**src/rtl/seq_multiplier_param.sv**
```systemverilog
// seq_multiplier_param: parametrised shift-add sequential multiplier.
// One WIDTH+1 bit adder is reused for WIDTH iterations. Operands are
// latched at start, and a busy/done handshake frames each multiply.
// Optional signed mode is compiled in when SEQ_MUL_SIGNED_EN is defined.
// Signed mode multiplies the operand magnitudes and negates the result
// at the end when the operand signs differ.
module seq_multiplier_param #(
  parameter int WIDTH = 16
) (
  input  logic                 clk,
  input  logic                 rst,
  input  logic                 start,
  input  logic [WIDTH-1:0]     mcand,
  input  logic [WIDTH-1:0]     mplier,
`ifdef SEQ_MUL_SIGNED_EN
  input  logic                 signed_mode,
`endif
  output logic                 busy,
  output logic                 done,
  output logic [2*WIDTH-1:0]   product
);

  localparam int CW = (WIDTH > 1) ? $clog2(WIDTH) : 1;

  typedef enum logic [1:0] {
    IDLE = 2'd0,
    CALC = 2'd1,
    DONE = 2'd2
  } state_t;

  state_t               state;
  logic [WIDTH-1:0]     mc_r;
  logic [2*WIDTH:0]     acc;
  logic [CW-1:0]        cnt;

  logic [WIDTH:0]       upper_sum;
  logic [2*WIDTH:0]     acc_next;
  logic [WIDTH-1:0]     mc_in;
  logic [WIDTH-1:0]     mp_in;
  logic [2*WIDTH-1:0]   prod_fin;

`ifdef SEQ_MUL_SIGNED_EN
  logic                 sign_in;
  logic                 sign_r;

  // Convert operands to magnitudes at accept time when signed mode is requested
  always_comb begin
    sign_in = signed_mode & (mcand[WIDTH-1] ^ mplier[WIDTH-1]);
    mc_in   = (signed_mode && mcand[WIDTH-1])  ? -mcand  : mcand;
    mp_in   = (signed_mode && mplier[WIDTH-1]) ? -mplier : mplier;
  end
`else
  // Unsigned build: operands are used as-is
  always_comb begin
    mc_in = mcand;
    mp_in = mplier;
  end
`endif

  // One iteration: conditional add into the upper half (carry kept), then shift right
  always_comb begin
    upper_sum = acc[2*WIDTH:WIDTH];
    if (acc[0]) begin
      upper_sum = acc[2*WIDTH:WIDTH] + {1'b0, mc_r};
    end
    acc_next = {1'b0, upper_sum, acc[WIDTH-1:1]};
  end

`ifdef SEQ_MUL_SIGNED_EN
  // Final product, negated when the latched operand signs differed
  always_comb begin
    prod_fin = sign_r ? -acc_next[2*WIDTH-1:0] : acc_next[2*WIDTH-1:0];
  end
`else
  // Final product is the low 2*WIDTH bits after the last shift
  always_comb begin
    prod_fin = acc_next[2*WIDTH-1:0];
  end
`endif

  // Control FSM and datapath registers; reset discards any in-flight multiply
  always_ff @(posedge clk) begin
    if (rst) begin
      state   <= IDLE;
      busy    <= 1'b0;
      done    <= 1'b0;
      product <= '0;
      acc     <= '0;
      cnt     <= '0;
      mc_r    <= '0;
`ifdef SEQ_MUL_SIGNED_EN
      sign_r  <= 1'b0;
`endif
    end else begin
      case (state)
        IDLE: begin
          done <= 1'b0;
          if (start) begin
            mc_r  <= mc_in;
            acc   <= {{(WIDTH+1){1'b0}}, mp_in};
            cnt   <= '0;
`ifdef SEQ_MUL_SIGNED_EN
            sign_r <= sign_in;
`endif
            busy  <= 1'b1;
            state <= CALC;
          end
        end
        CALC: begin
          acc <= acc_next;
          cnt <= cnt + CW'(1);
          if (cnt == CW'(WIDTH-1)) begin
            product <= prod_fin;
            done    <= 1'b1;
            state   <= DONE;
          end
        end
        DONE: begin
          done  <= 1'b0;
          busy  <= 1'b0;
          state <= IDLE;
        end
        default: begin
          done  <= 1'b0;
          busy  <= 1'b0;
          state <= IDLE;
        end
      endcase
    end
  end

endmodule

```
**config.mk**
```make
export PLATFORM = sky130hd
export DESIGN_NAME = seq_multiplier_param
export DESIGN_NICKNAME = d
export VERILOG_FILES = /design/src/rtl/seq_multiplier_param.sv
export SDC_FILE = /design/constraint.sdc
export NUM_CORES = 1
export LEC_CHECK = 0
export ABC_AREA = 1
export CAP_MARGIN = 15
export CORE_ASPECT_RATIO = 0.9
export CORE_UTILIZATION = 54
export CTS_CLUSTER_SIZE = 14
export DETAILED_ROUTE_END_ITERATION = 7
export PLACE_DENSITY = 0.8
export SYNTH_ARGS = -nofsm -noshare
export SYNTH_HDL_FRONTEND = slang
export SYNTH_SLANG_ARGS = --single-unit
```
**constraint.sdc**
```tcl
create_clock -name clk -period 2.2 [get_ports clk]
set_input_delay 0.55 -clock clk [delete_from_list [all_inputs] [get_ports clk]]
set_output_delay 0.55 -clock clk [all_outputs]
set_load 0.03 [all_outputs]
```
[Word-level counts from Yosys, hierarchy flattened]
Index checks and enable logic that the tools add are counted.
Word-level totals
  register bits after elaboration: 89
  input bits: 35
  output and inout port bits: 34
  logic and storage cells: 32
Cells by class
  add/sub/neg operators: 2
  eq/ne operators: 4
  muxes and demuxes: 10
  bitwise operators: 1
  reduce and logical (&&, ||, !) cells: 8
Operator list (count)
  $pmux 33 s2: 1
  $mux 33: 1
  $add 17x16->17: 1
  $mux 17: 1
  $reduce_and 2->1: 5
  $pmux 4 s2: 1
  $add 4x1->4 const B: 1
  $eq 4x4->1 const B: 1
  $mux 2: 2
  $mux 4: 1
  $ne 2x2->1 const B: 2
  $pmux 2 s2: 1
  $eq 2x1->1 const B: 1
  $logic_not 2->1: 1
  $pmux 1 s2: 1
  $reduce_bool 2->1: 1
  $reduce_or 2->1: 1
  $mux 1: 1
  $not 1->1: 1

[Logic depth before layout (Yosys ltp)]
  word-level depth: 3
  gate-level depth with buffers: 13
  gate-level depth less buffers: 13

[Least setup slack after synthesis]
OpenSTA, ideal clock, no wires.
  path kind: register -> register
  start point: register mc_r[0]
  end point: register acc[23]
  data arrival time: 1573 ps
  setup slack: 510 ps
  cell stages (with the launch flop): 12
  buffers on the path: 0
  cell sequence: dfxtp_1 ha_1 fa_1 nand2_1 nand2_1 and2_1 nand2_1 nand2_1 xnor2_1 nand2_1 nand3_1 o21ai_1
Between the ends
  word-level cells in the longest chain between the ends: 3
Ends and longest elaborated chain
  from (decl): RTL line 32  | logic [WIDTH-1:0] mc_r;
  from (signal assigned): RTL line 99  | mc_r <= mc_in;
  $add 17x16->17: RTL line 64  | upper_sum = acc[2*WIDTH:WIDTH] + {1'b0, mc_r};
  $mux 17: RTL line 63  | if (acc[0]) begin
  $pmux 33 s2: RTL line 95  | case (state)
  to (signal assigned): RTL line 100  | acc <= {{(WIDTH+1){1'b0}}, mp_in};
  to (signal assigned): RTL line 110  | acc <= acc_next;
  to (decl): RTL line 33  | logic [2*WIDTH:0] acc;
Every way passes these cells.
A chain may end at the register's enable or synchronous reset.

[Worst setup path in the final report]
  start point: register mc_r[0]
  end point: register acc[29]
Same word-level chain as after synthesis.

==> run metrics <==
drt first pass iters 5; Max Fclk between 0.4 and 0.5 GHz; status completed; DRC 0; synthesized area approximately 4300 um2; Worst Path Class, Setup reg -> reg; post-synthesis area per instance slightly above 7 um2; CTS Root Cell clkbuf_8; worst reg2reg path depth 12; commonest non-fill, non-tap cell in the layout nand2_1; antenna violations before repair 0; Synth Area in XOR/XNOR approximately 1.2%; CP peak stage delay around 0.39 ns; mux cell area share after synthesis less than 1%; gr usage total 27.7%; minimum clock period 2.00 ns; most frequent CP cell nand2_1; RSZ-0062 raised after global routing no; first-pass GRT wire length 18.0 mm; post-synthesis compound-gate area fraction between 10% and 20%; power per cell area 639 nW/um2; Iter 0 DRT Violations between 200 and 300; vias in the first global route around 3800; Pleak ~2.4 nW; IO buf count 68; CP max-delay cell fa_1; Placement Setup Slack -0.122 ns; clock buffer depth 2; hold path depth 2; WP data arrival around 2.3 ns; clock power share between 30% and 40%; switching pwr 1.05 mW; total power approximately 3.4 mW; crit path max fanout 3; Final Cell Area around 5300 um2; clock tree from TritonCTS yes; peak supply drop about 450 uV; row count 30; vias per inst 5.32; Routed WL 11.0 mm; largest family of logic cells by synthesized area simple AND/OR/NAND/NOR gates; Post-DRT Antenna Nets 0; Hold Fails Final Rpt 0; Post-synth EDFFs 0; final core utilization approximately 69%; adder-cell share of the synthesized area roughly 5.4%; register share of total power between 50% and 60%; Synth Register Bits 88; Synth cell types 39; Sink Count 88; CP cell instances ha_1 > fa_1 > nand2_1 > nand2_1 > nand3_1 > nand2_2 > nand2_2 > nand2_1 > nand2_1 > nand3_1 > nand3_1 > o21ai_0; RR Startpoint mc_r[0]; clock slew at reported path FFs about 0.11 ns; Area Growth Syn to Fin 21.9%; Worst Hold Class reg -> reg; Tcrit/Tclk final around nine tenths; die height approximately 87 um; reg-to-reg endpoint acc[29]; Core ar. ~7700 um2; NumNets Final roughly 730; final setup fails 0; Sw Share 31.0%; Worst Skew 0.0161 ns; Final WS setup around 0.20 ns; Primary FF master, synth dfxtp_1; GPL Wtd Cong between 0.8 and 0.9; register area share after synthesis 40.6%; io pins between 60 and 70; Internal ~2.3 mW; Die Wd 96.5 um; share of cells above drive strength 1 approximately 7.6%; R2R setup slack between 0.15 and 0.2 ns; largest net degree at the start of global routing 40; HPWL after DPL a little over 8 mm; Ys Warns 0; WP data required 2.46 ns; Max-cap violations 0; min-delay src cnt[3]; Fin Hold WS ~0.47 ns; slew margin rel. 42.8%; total CTS buffers 9; initial core utilization roughly 57%; logic gate share of total power 14.8%; wire length per cell around 14 um; Startpoint Class register; die area around 8400 um2; remaining global-route overflow 0; H-tree depth 3; Slew @ Worst Pin between 0.8 and 0.9 ns; most frequent cells in the layout nand2_1 (142), nor2_1 (112), dfxtp_1 (88), clkdlybuf4s50_1 (68), inv_1 (58); Mapped Cells 616; later-pin clock latency in the skew report between 0.3 and 0.4 ns; simple-gate share of the synthesized area 32.0%; fin. max-slew vios 0; syn nets roughly 670; number of diodes 0; post-synthesis async set-or-reset flop share 0%; hold endpoint cnt[3]; vias 4148; DP Area roughly 5000 um2; CP Capture Type register
==> worst max-delay path, delay by kind of cell (launching register included) <==
| family | cells | cell delay, ns |
|---|---|---|
| adders and majority gates | 2 | 0.63 |
| DFF | 1 | 0.33 |
| and+or+nand+nor | 9 | 0.85 |
| AOI/OAI and AO/OA | 1 | 0.08 |
==> synthesized netlist by cell type (all sizes together), types with 2 or more instances <==
| library cell | number | area (um2) |
|---|---|---|
| a211oi | 2 | 20.0 |
| a21oi | 15 | 82.6 |
| buf | 14 | 91.3 |
| clkbuf | 10 | 37.5 |
| dfxtp | 88 | 1760 |
| ha | 17 | 213 |
| inv | 64 | 245 |
| nand2 | 148 | 576 |
| nand3 | 49 | 245 |
| nand4 | 2 | 12.5 |
| nor2 | 120 | 475 |
| nor3 | 5 | 41.3 |
| o21ai | 47 | 235 |
| o221ai | 15 | 131 |
| o22ai | 4 | 31.3 |
| or2 | 5 | 31.3 |
| xnor2 | 5 | 43.8 |
==> power groups by stage <==
stage               registers [mW]  clock network [mW]  logic (mW)
global placement              1.77                   0       0.475
CTS                           1.74                1.16       0.494
floorplan                     1.75                   0       0.336
detailed placement            1.77                   0       0.492
global route                  1.75                1.22       0.556
finish                        1.74                1.14       0.499
==> stage by stage <==
step                      setup TNS (ns)  instances
after detailed placement          -0.678        763
after CTS                              0        779
after global placement            -0.217        763
final                                  0        779
after floorplan                        0        616
after global routing                   0        779
==> routing by layer <==
layer | up-vias | track usage [%] | wire [um]
met5 | - | 0 | 0
li1 | 2109 | - | -
met1 | 1910 | 38.6 | 5290
met3 | 17 | 6.11 | 614
met4 | 0 | 6.82 | 160
met2 | 112 | 43.5 | 4970
==> cell families after synthesis <==
kind of cell | after synthesis
AND/OR/NAND/NOR | 330
buffers and inverters | 88
flip-flops | 88
AO/OA/AOI/OAI | 85
adder cells (fa/ha/maj) | 18
XOR/XNOR | 6
multiplexers | 1
==> how the worst max path moves through the flow <==
stage                        from           to  slack (ns)  cells past startpoint
final                     mc_r[0]      acc[29]        0.20                     12
after global routing      mc_r[0]  product[27]        0.03                     11
after CTS                 mc_r[0]      acc[29]        0.12                     12
after detailed placement    start      acc[29]       -0.12                      6
after global placement      start      acc[16]       -0.06                      6
after floorplan           mc_r[0]      acc[23]        0.51                     11
==> final cells by class <==
class / instances / area, um2
Sequential cell: 88 / 1760
Tap cell: 96 / 120
Clock buffer: 9 / 124
Inverter: 64 / 245
Timing Repair Buffer: 75 / 746
Multi-Input combinational cell: 440 / 2210
Fill cell: 684 / 2370
Clock inverter: 7 / 86.3
==> flip-flops by register name (all words and copies together) (netlist names) <==
name	count
busy	1
cnt	4
state	2
acc	32
product	32
mc_r	16
done	1
==> repair_timing <==
item,CTS,global route
hold buffers,0,0
resized for setup,0,2
setup buffers,0,0
setup endpoints to repair,0,2
Power figures use the tool's default switching activity.
==> RTL edit (config.mk and constraints unchanged) <==
Put one more register stage on the output `done`, with the module's reset. The value now appears one clock later. The other outputs are not delayed to match.
--- a/src/rtl/seq_multiplier_param.sv
+++ b/src/rtl/seq_multiplier_param.sv
@@ -29,2 +29,4 @@
   } state_t;
+
+  logic done_s0;
 
@@ -85,3 +87,3 @@
       busy    <= 1'b0;
-      done    <= 1'b0;
+      done_s0 <= 1'b0;
       product <= '0;
@@ -96,3 +98,3 @@
         IDLE: begin
-          done <= 1'b0;
+          done_s0 <= 1'b0;
           if (start) begin
@@ -113,3 +115,3 @@
             product <= prod_fin;
-            done    <= 1'b1;
+            done_s0 <= 1'b1;
             state   <= DONE;
@@ -118,3 +120,3 @@
         DONE: begin
-          done  <= 1'b0;
+          done_s0 <= 1'b0;
           busy  <= 1'b0;
@@ -123,3 +125,3 @@
         default: begin
-          done  <= 1'b0;
+          done_s0 <= 1'b0;
           busy  <= 1'b0;
@@ -131,2 +133,10 @@
 
+  always_ff @(posedge clk) begin
+    if (rst) begin
+      done <= '0;
+    end else begin
+      done <= done_s0;
+    end
+  end
+
 endmodule
Behaviour: no difference found for any inputs over 10 cycles, from zero or initial values and one cycle with rst high; that may be too few to reach the edited logic, so the function may still have changed.
==> RTL edit against the unedited design <==
  * Routed wire length increased by 6.1%
  * Core utilization rose by 0.30 points
  * Design area increased by 0.92%
  * Setup slack gained 0.0021 ns
  * Combinational power grew 3%
  * Critical path depth shrank 1
  * Sequential cell count is 1 higher
  * Sequential share of layout area grew 0.071 points
  * Die area rose by 0.42%
  * Largest power group unchanged
  * Total power grew 1.9%
  * Critical endpoint is now product[27]$_SDFFE_PP0P_
  * Area after synthesis rose by 0.43%
  * Critical path type unchanged
==> RTL edit: results (changes against the unedited design) <==
Global routing
  • Vias in the first global route: 4,088 (was 3,823)
  • Initial antenna violation count: 0 (unchanged)
  • Global-route wire length before repair: 19,200 um (was 18,000 um)
  • All-Layer GR Usage: 28.6% (was 27.7%)
  • Largest net degree at the start of global routing: 36 (was 40)

Synthesis
  • Ranking of synthesized cells by area: dfxtp_1, nand2_1, nor2_1 (unchanged)
  • Complex-gate fraction of the synthesized area: 11.7% (was 12.0%)
  • Async SR Flop Fraction: 0% (unchanged)
  • Most common library cells after synthesis: nand2_1, nor2_1, dfxtp_1 (unchanged)
  • Post-synth cell types: 39 (unchanged)
  • Register area share after synthesis: 40.9% (was 40.6%)
  • Post-synthesis mux area share: 0.230% (was 0.231%)
  • Yosys warnings: 0 (unchanged)
  • Adder-Cell Fraction of Synth Area: 5.34% (was 5.36%)
  • Xor/xnor share of the synthesized area: 1.21% (about the same)
  • Syn_area_per_cell: 7.04 um2 (about the same)
  • Synthesized Nets: 672 (was 669)

Setup path
  • Worst path max stage delay: 0.41 ns (was 0.39 ns)
  • Slowest-stage cell, CP: fa_1 (unchanged)
  • Worst Path Arrival: 2.29 ns (was 2.27 ns)

Placed design
  • GPL Wtd Cong: 0.929 (was 0.900)
  • Dpl cell area: 0.00514 mm2 (was 0.00507 mm2)
  • Placed cell count: 773 (was 763)
  • DP HPWL: 8580 um (was 8110 um)
  • Setup WS pre-CTS: 0.129 ns (was -0.122 ns)

Power
  • Power Density: 645 mW/mm2 (was 639 mW/mm2)
  • Sw Share: 29.1% (was 31.0%)
  • Max IR drop VDD: 0.000624 V (was 0.000446 V)
  • Combinational group power: 0.515 mW (was 0.499 mW)
  • Lkg Pwr: 2.48 nW (was 2.45 nW)

Timing
  • Sum Neg Setup Slack: 0 ns (unchanged)
  • Worst Clk Skew: 0.0107 ns (was 0.0161 ns)
  • Rel. slew slack: 57.7% (was 42.8%)

Clock network
  • Clock Latency Late Sink: 0.38 ns
  • Buffer depth of the longest clock path: 2 (unchanged)
  • Root Buffer: clkbuf_8 (unchanged)

Cells and area
  • Layout cells sized above 1: 8.37% (was 7.61%)
  • ANT cells: 0 (unchanged)
  • FILL cells: 678 (was 684)
  • Nets: 741 (was 731)

Routing
  • Final wirelength: 11,700 um (was 11,000 um)
  • DRT Pass-1 Iters: 5 (unchanged)
  • Vias/cell: 5.40 (was 5.32)
  • Via count: 4,263 (was 4,148)
  • DRT iter0 DRCs: 273 (was 250)

Min path
  • Hold_sp: done_s0$_SDFFE_PP0N_ (was cnt[3]$_SDFFE_PP0P_)

Outcome
  • Outcome: finished clean (unchanged)
[RTL edit: layout make-up]
class	instances	area [um2]	share of cell area (%)
multi-input cells	440	2200	41.2
flip-flops and latches	89	1780	33.4
repair buffers	82	786	14.7
inverters	66	249	4.66
clock buffers	10	128	2.39
well taps	96	120	2.25
clock inverters	6	75.1	1.41
[RTL edit: path summary, 6_finish.rpt]
check / slack [ns] / depth (start not counted) / endpoint
min reg2reg: 0.47 / 2 / done_s0$_SDFFE_PP0N_
max: 0.20 / 11 / product[27]$_SDFFE_PP0P_
min: 0.47 / 2 / done_s0$_SDFFE_PP0N_
max reg2reg: 0.20 / 11 / product[27]$_SDFFE_PP0P_
[RTL edit: tightest hold or removal path, cell delays in order (launching register included)]
cell,delay (ns)
dfxtp_1,0.31
inv_1,0.06
a21oi_1,0.06
[RTL edit: layer usage]
layer  track usage [%]  vias to the layer above  wire [um]
met4              7.73                        0        150
met5                 0                        -          0
li1                  -                     2127          -
met1              36.7                     1975       5270
met3              7.54                       12        786
met2              48.1                      149       5500
